**config.mk**
```make
export PLATFORM = sky130hd
export DESIGN_NAME = acap_mailbox_ctrl
export DESIGN_NICKNAME = d
export VERILOG_FILES = /design/src/rtl/acap_mailbox_ctrl.sv
export SDC_FILE = /design/constraint.sdc
export NUM_CORES = 1
export LEC_CHECK = 0
export ABC_AREA = 1
export BUFFER_PORTS_ARGS = -buffer_cell sky130_fd_sc_hd__clkbuf_2
export CAP_MARGIN = 20
export CORE_ASPECT_RATIO = 1.5
export CORE_MARGIN = 2
export CORE_UTILIZATION = 40
export CTS_BUF_LIST = sky130_fd_sc_hd__clkbuf_8 sky130_fd_sc_hd__clkbuf_16
export DETAILED_ROUTE_END_ITERATION = 16
export GPL_TIMING_DRIVEN = 0
export PLACE_DENSITY_LB_ADDON = 0.2
export SETUP_SLACK_MARGIN = 0.02
export SLEW_MARGIN = 40
export SYNTH_ARGS = -nofsm -noshare
export SYNTH_HDL_FRONTEND = slang
export SYNTH_SLANG_ARGS = --single-unit
```
**constraint.sdc**
```tcl
create_clock -name clk -period 2.1 [get_ports clk]
set_clock_uncertainty 0.1 [all_clocks]
set_input_delay 0.105 -clock clk [delete_from_list [all_inputs] [get_ports clk]]
set_output_delay 0.105 -clock clk [all_outputs]
set_load 0.01 [all_outputs]
```
**src/rtl/acap_mailbox_ctrl.sv**
```systemverilog
// Mailbox sequencer for the shared interface BRAM port: polls the host start word,
// launches the AddToACAP core, lends it the port while it runs, then posts a done/error marker.
module acap_mailbox_ctrl #(
  parameter logic [31:0] START_ADDR    = 32'h1004,
  parameter logic [31:0] DONE_ADDR     = 32'h1789,
  parameter logic [31:0] START_MAGIC   = 32'hDEADBEEF,
  parameter logic [31:0] DONE_MAGIC    = 32'hD01ECAFE,
  parameter logic [31:0] ERR_MAGIC     = 32'hBADC0DE5,
  parameter logic [31:0] CLEAR_WORD    = 32'h0,
  parameter int unsigned POLL_INTERVAL = 16,
  parameter int unsigned TIMEOUT       = 200000
) (
  input  logic        clk,
  input  logic        reset,
  output logic        bram_en,
  output logic [3:0]  bram_we,
  output logic [31:0] bram_addr,
  output logic [31:0] bram_wdata,
  input  logic [31:0] bram_rdata,
  output logic        core_start,
  output logic        core_abort,
  output logic        core_gnt,
  input  logic        core_en,
  input  logic [3:0]  core_we,
  input  logic [31:0] core_addr,
  input  logic [31:0] core_wdata,
  output logic [31:0] core_rdata,
  input  logic        core_done,
  output logic        busy,
  output logic        err,
  output logic [15:0] job_count
);

  localparam int PW = (POLL_INTERVAL > 1) ? $clog2(POLL_INTERVAL) : 1;
  localparam int WW = (TIMEOUT > 1) ? $clog2(TIMEOUT) : 1;
  localparam logic [PW-1:0] POLL_RELOAD = PW'(POLL_INTERVAL - 1);
  localparam logic [WW-1:0] WDOG_LOAD   = WW'(TIMEOUT - 1);

  typedef enum logic [2:0] {
    POLL, CHECK, CLEAR, LAUNCH, RUN, FINISH, ABORT
  } state_t;

  state_t        state;
  logic [PW-1:0] poll_cnt;
  logic [WW-1:0] wdog;

  assign core_rdata = bram_rdata;

  // Control outputs are registered from the transition that enters their state.
  always_ff @(posedge clk) begin
    if (reset) begin
      state      <= POLL;
      poll_cnt   <= POLL_RELOAD;
      wdog       <= '0;
      core_start <= 1'b0;
      core_abort <= 1'b0;
      core_gnt   <= 1'b0;
      busy       <= 1'b0;
      err        <= 1'b0;
      job_count  <= '0;
    end else begin
      core_start <= 1'b0;
      core_abort <= 1'b0;
      case (state)
        POLL: begin
          if (poll_cnt == '0) state <= CHECK;
          else                poll_cnt <= poll_cnt - PW'(1);
        end
        CHECK: begin
          if (bram_rdata == START_MAGIC) begin
            state <= CLEAR;
          end else begin
            poll_cnt <= POLL_RELOAD;
            state    <= POLL;
          end
        end
        CLEAR: begin
          state      <= LAUNCH;
          core_start <= 1'b1;
          busy       <= 1'b1;
        end
        LAUNCH: begin
          state    <= RUN;
          wdog     <= WDOG_LOAD;
          core_gnt <= 1'b1;
        end
        RUN: begin
          wdog <= wdog - WW'(1);
          // A done arriving on the last watchdog cycle still counts as success.
          if (core_done) begin
            state    <= FINISH;
            core_gnt <= 1'b0;
          end else if (wdog == '0) begin
            state      <= ABORT;
            core_gnt   <= 1'b0;
            core_abort <= 1'b1;
          end
        end
        FINISH: begin
          job_count <= job_count + 16'd1;
          poll_cnt  <= POLL_RELOAD;
          busy      <= 1'b0;
          state     <= POLL;
        end
        ABORT: begin
          err      <= 1'b1;
          poll_cnt <= POLL_RELOAD;
          busy     <= 1'b0;
          state    <= POLL;
        end
        default: state <= POLL;
      endcase
    end
  end

  // Port mux: the core only reaches the BRAM while it holds the grant in RUN.
  always_comb begin
    bram_en    = 1'b0;
    bram_we    = 4'h0;
    bram_addr  = 32'h0;
    bram_wdata = 32'h0;
    case (state)
      POLL: begin
        if (poll_cnt == '0) begin
          bram_en   = 1'b1;
          bram_addr = START_ADDR;
        end
      end
      CLEAR: begin
        bram_en    = 1'b1;
        bram_we    = 4'hF;
        bram_addr  = START_ADDR;
        bram_wdata = CLEAR_WORD;
      end
      RUN: begin
        bram_en    = core_en;
        bram_we    = core_we;
        bram_addr  = core_addr;
        bram_wdata = core_wdata;
      end
      FINISH: begin
        bram_en    = 1'b1;
        bram_we    = 4'hF;
        bram_addr  = DONE_ADDR;
        bram_wdata = DONE_MAGIC;
      end
      ABORT: begin
        bram_en    = 1'b1;
        bram_we    = 4'hF;
        bram_addr  = DONE_ADDR;
        bram_wdata = ERR_MAGIC;
      end
      default: ;
    endcase
  end

endmodule

```
Word-level counts from Yosys, hierarchy flattened

Cells that the tools add are included.

Register bits: 46
Bits of input ports: 104
Output and inout port bits: 122
Word-level logic and storage cells: 57

$add $sub $neg: 3
Equal/unequal tests: 11
Multiplexer cells: 21
Bitwise operators: 1
Reduce and logical (&&, ||, !) cells: 12

Operator list:

| kind                  | number |
|---|---|
| $pmux 32 s4           | 1 |
| $pmux 32 s3           | 1 |
| $pmux 18 s2           | 1 |
| $eq 32x32->1 const B  | 1 |
| $logic_not 18->1      | 1 |
| $sub 18x1->18 const B | 1 |
| $add 16x1->16 const B | 1 |
| $pmux 3 s5            | 1 |
| $mux 13               | 1 |
| $pmux 4 s3            | 1 |
| $eq 3x3->1 const B    | 3 |
| $mux 3                | 3 |
| $mux 4                | 2 |
| $pmux 4 s2            | 1 |
| $eq 3x2->1 const B    | 2 |
| $ne 2x2->1 const B    | 3 |
| $reduce_or 3->1       | 2 |
| $mux 1                | 5 |
| $logic_not 4->1       | 1 |
| $pmux 1 s2            | 2 |
| $reduce_and 2->1      | 2 |
| $reduce_bool 2->1     | 2 |
| $sub 4x1->4 const B   | 1 |
| $eq 3x1->1 const B    | 1 |
| 8 further kinds       | 8 |

Longest topological paths before layout

Word-level depth: 4
Depth in mapped cells: 10
Gate-level depth less buffers: 10

Worst setup path after synthesis

No wires, ideal clock.

Path type: register to register
Start: register wdog[0]
End: register core_gnt
Library setup time: 132 ps
Arrival: 1,246 ps
Required time: 1,868 ps
Slack: 622 ps
Stages on the path, launching flop included: 10
Cell sequence: dfxtp_1 -> inv_1 -> ha_1 -> nand2_1 -> nor2_1 -> nand3_1 -> nand2_1 -> nand2_1 -> nand2_1 -> a21oi_1

Longest elaborated chain between the ends: 3

Ends and longest elaborated chain:

| item                       | line | RTL |
|---|---|---|
| start, declared            | 45   | `logic [WW-1:0] wdog;` |
| start signal, assigned     | 88   | `wdog <= wdog - WW'(1);` |
| $logic_not 18->1           | 93   | `end else if (wdog == '0) begin` |
| $ne 3x3->1 (no line)       | -    |  |
| $reduce_and 2->1 (no line) | -    |  |
| end signal, assigned       | 85   | `core_gnt <= 1'b1;` |
| end signal, assigned       | 92   | `core_gnt <= 1'b0;` |
| end signal, assigned       | 95   | `core_gnt <= 1'b0;` |
| end, declared              | 22   | `output logic core_gnt,` |

Every way passes these cells.
A chain may end at the register's enable or synchronous reset.

Final worst setup path

Start: register state[2]
End: output bram_wdata[10]

Longest elaborated chain between the ends: 2
Elaborated cells on any way between the ends: 4

Ends and longest elaborated chain:

| item                   | line | RTL |
|---|---|---|
| start, declared        | 43   | `state_t state;` |
| start signal, assigned | 52   | `state <= POLL;` |
| start signal, assigned | 66   | `if (poll_cnt == '0) state <= CHECK;` |
| start signal, assigned | 71   | `state <= CLEAR;` |
| $eq 3x3->1             | 122  | `case (state)` |
| $pmux 32 s3 *          | 122  |  |
| end, declared          | 18   | `output logic [31:0] bram_wdata,` |

Mark *: on every way between the ends. The rest lies on a longest branch, timed or not.

==> impl_metrics.ini <==
[timing]
slew_headroom_pct = 59.1
setup_viol = 0
worst-slew-pin-transition_ns = 0.613
fin_setup_tns_ns = 0
post-route-period-util_pct = 96.3
hold_viol = 0
whs_ns = 0.0432
min_period_ns = 2.02
rsz0062_at_grt = false
clock.fmax_ghz = 0.494
drv_slew = 0

[cts]
clk_pin_slew_ns = 0.07
clockBufferDepth = 2
cts_tree = done
clk_latency_ns = 0.29
htreeDepth = 2
root_buffer = clkbuf_16
cts.sinks = 46
numCtsBuffers = 5

[die]
core_um2 = 8010
die_y_um = 115
die_w_um = 77.9
rows = 40
die-area_um2 = 8950
io_pins = 226
start_util_pct = 40.9

[logic_synthesis]
yosys.area.top_type_share_pct = 28.1
yosys-top-cells-count = nand2_1 (160), nor2_1 (94), inv_1 (87)
ys_ff_latch = 46
synthArstFlopShare_pct = 0
ys_types = 31
synth_cells = 563
ys.warnings.count = 0
ys.flop_type = dfxtp_1
synth-edff-count = 0
avgSynthCellArea_um2 = 5.82
yosysMostFrequentCell = nand2_1
seq_area_frac_synth_pct = 28.1
synth_top_area_cell = dfxtp_1
synthesis.nets = 671
synth_area_um2 = 3280
synthTopCellsByArea = dfxtp_1 (28%), nand2_1 (18%), nor2_1 (11%), inv_1 (10%), buf_4 (7.3%)

[pwr]
power_density_nw_per_um2 = 415
p_leak_nw = 2.89
report.power.total_mw = 1.96
peakVddDrop_mv = 0.413

[global_route]
grt_pass1_wl_um = 17200
overflow = 0
grt_pass1_vias = 3680
antenna_found_initial = 0
grt_max_degree = 17
grt_util_all_layers_pct = 23.9

[route]
vias = 4227
drt_iter0_markers = 234
drt_pass1_iterations = 5
wl_per_cell_um = 13.2
wirelength_um = 11900
via_per_inst = 4.69
drc = 0
ant_nets = 0

[critical_path]
cpPeakStageDelay_ns = 0.32
worstPathArrival_ns = 1.82
critPathBufInv = 5
critPathKind = register to output port
crit_chain = clkbuf_2 -> nand2_2 -> inv_2 -> buf_4 -> buf_4 -> nand2_1 -> nand2_1 -> clkbuf_2
critPathRequiredTime_ns = 1.89
r2r_slack_ns = 0.16
startpoint_type = register
crit_path_end_kind = output port
critPathTopFamily = buffers and inverters
slowest_stage = dfxtp_1
critPathMaxFanout = 10

[placed_design]
dp_hpwl_um = 9710
dpl.cell_count = 893
place.gp.congestion = 0.956
portBuffers = 225

[flow_run]
maxCapViolCount = 0

[hold_path]
hp-class = primary input to register

[finish]
fin_cells = 902
drive_above_1_share_pct = 36.6
syn_to_final_growth_pct = 44.0
diodes = 0
nets = 904

[outcome]
status = finished clean
[what timing repair did]
action / CTS / global route
buffers inserted: 0 / 0
hold buffers: 1 / 0
gates resized for setup: 3 / 6
cloned: 0 / 0
hold endpoints to repair: 3 / 0
endpoints found under the setup margin: 30 / 30
pin swaps: 0 / 0
[power breakdown]
part	switching (mW)	leakage [nW]	internal (mW)
Sequential	0.00519	0.372	0.877
Clock	0.356	0.0704	0.448
Combinational	0.124	2.45	0.147
Total	0.486	2.89	1.47
[metal layers]
layer,track usage [%],up-vias,share of wire (%)
li1,-,2166,-
met1,25.7,1862,36
met2,45.6,187,53
met3,7.06,12,9.8
met4,5.61,0,1.1
met5,0,-,0
[registers in the layout, indices dropped and copies added (netlist names)]
name        cells
core_gnt        1
core_abort      1
wdog           18
state           3
job_count      16
busy            1
err             1
poll_cnt        4
core_start      1
[layout by cell type (no fill, tap or decap), types with 5 or more instances in the layout]
master,n
dfxtp_1,44
clkbuf_1,5
clkbuf_2,226
nor2_1,93
nand4_1,10
buf_4,35
clkbuf_16,5
a21oi_1,21
nor3_1,10
nand3_1,34
inv_1,87
o21ai_0,19
nand2_2,5
nand2_1,160
[stage by stage]
stage / setup slack, ns / cell area [µm²] / utilization (%)
3_5_place_dp: 0.246 / 4530 / 56.6
2_1_floorplan: 0.622 / 3280 / -
6_report: 0.0768 / 4720 / 58.9
4_1_cts: 0.0346 / 4700 / 58.7
3_3_place_gp: 0.291 / 4530 / 56.6
5_1_grt: 0.00758 / 4720 / 58.9
[cells by family after synthesis]
family | share of synthesized area [%]
AOI/OAI and AO/OA | 7.94
xor gates and xnor gates | 0.802
adders and majority gates | 1.53
buffers and inverters | 19.8
DFF | 28.1
and+or+nand+nor | 41.8
[worst paths after layout]
path                   from        endpoint  cells past startpoint
setup / recovery   state[2]  bram_wdata[10]                      8
hold / removal    core_done      core_abort                      4
setup reg to reg   state[2]        wdog[11]                      9
hold reg to reg         err             err                      2
[layout make-up]
type	count	area, µm²
Buffer	48	320
Clock buffer	5	125
Clock inverter	3	25.0
Fill cell	792	3290
Inverter	90	338
Multi-Input combinational cell	379	1720
Sequential cell	46	923
Tap cell	105	131
Timing Repair Buffer	226	1140
[tightest hold or removal path: cells and delay by family]
family / cells / cell delay [ns]
buf+inv: 2 / 0.18
simple gates: 2 / 0.11
Note: power is estimated with default switching activity, not from simulation.
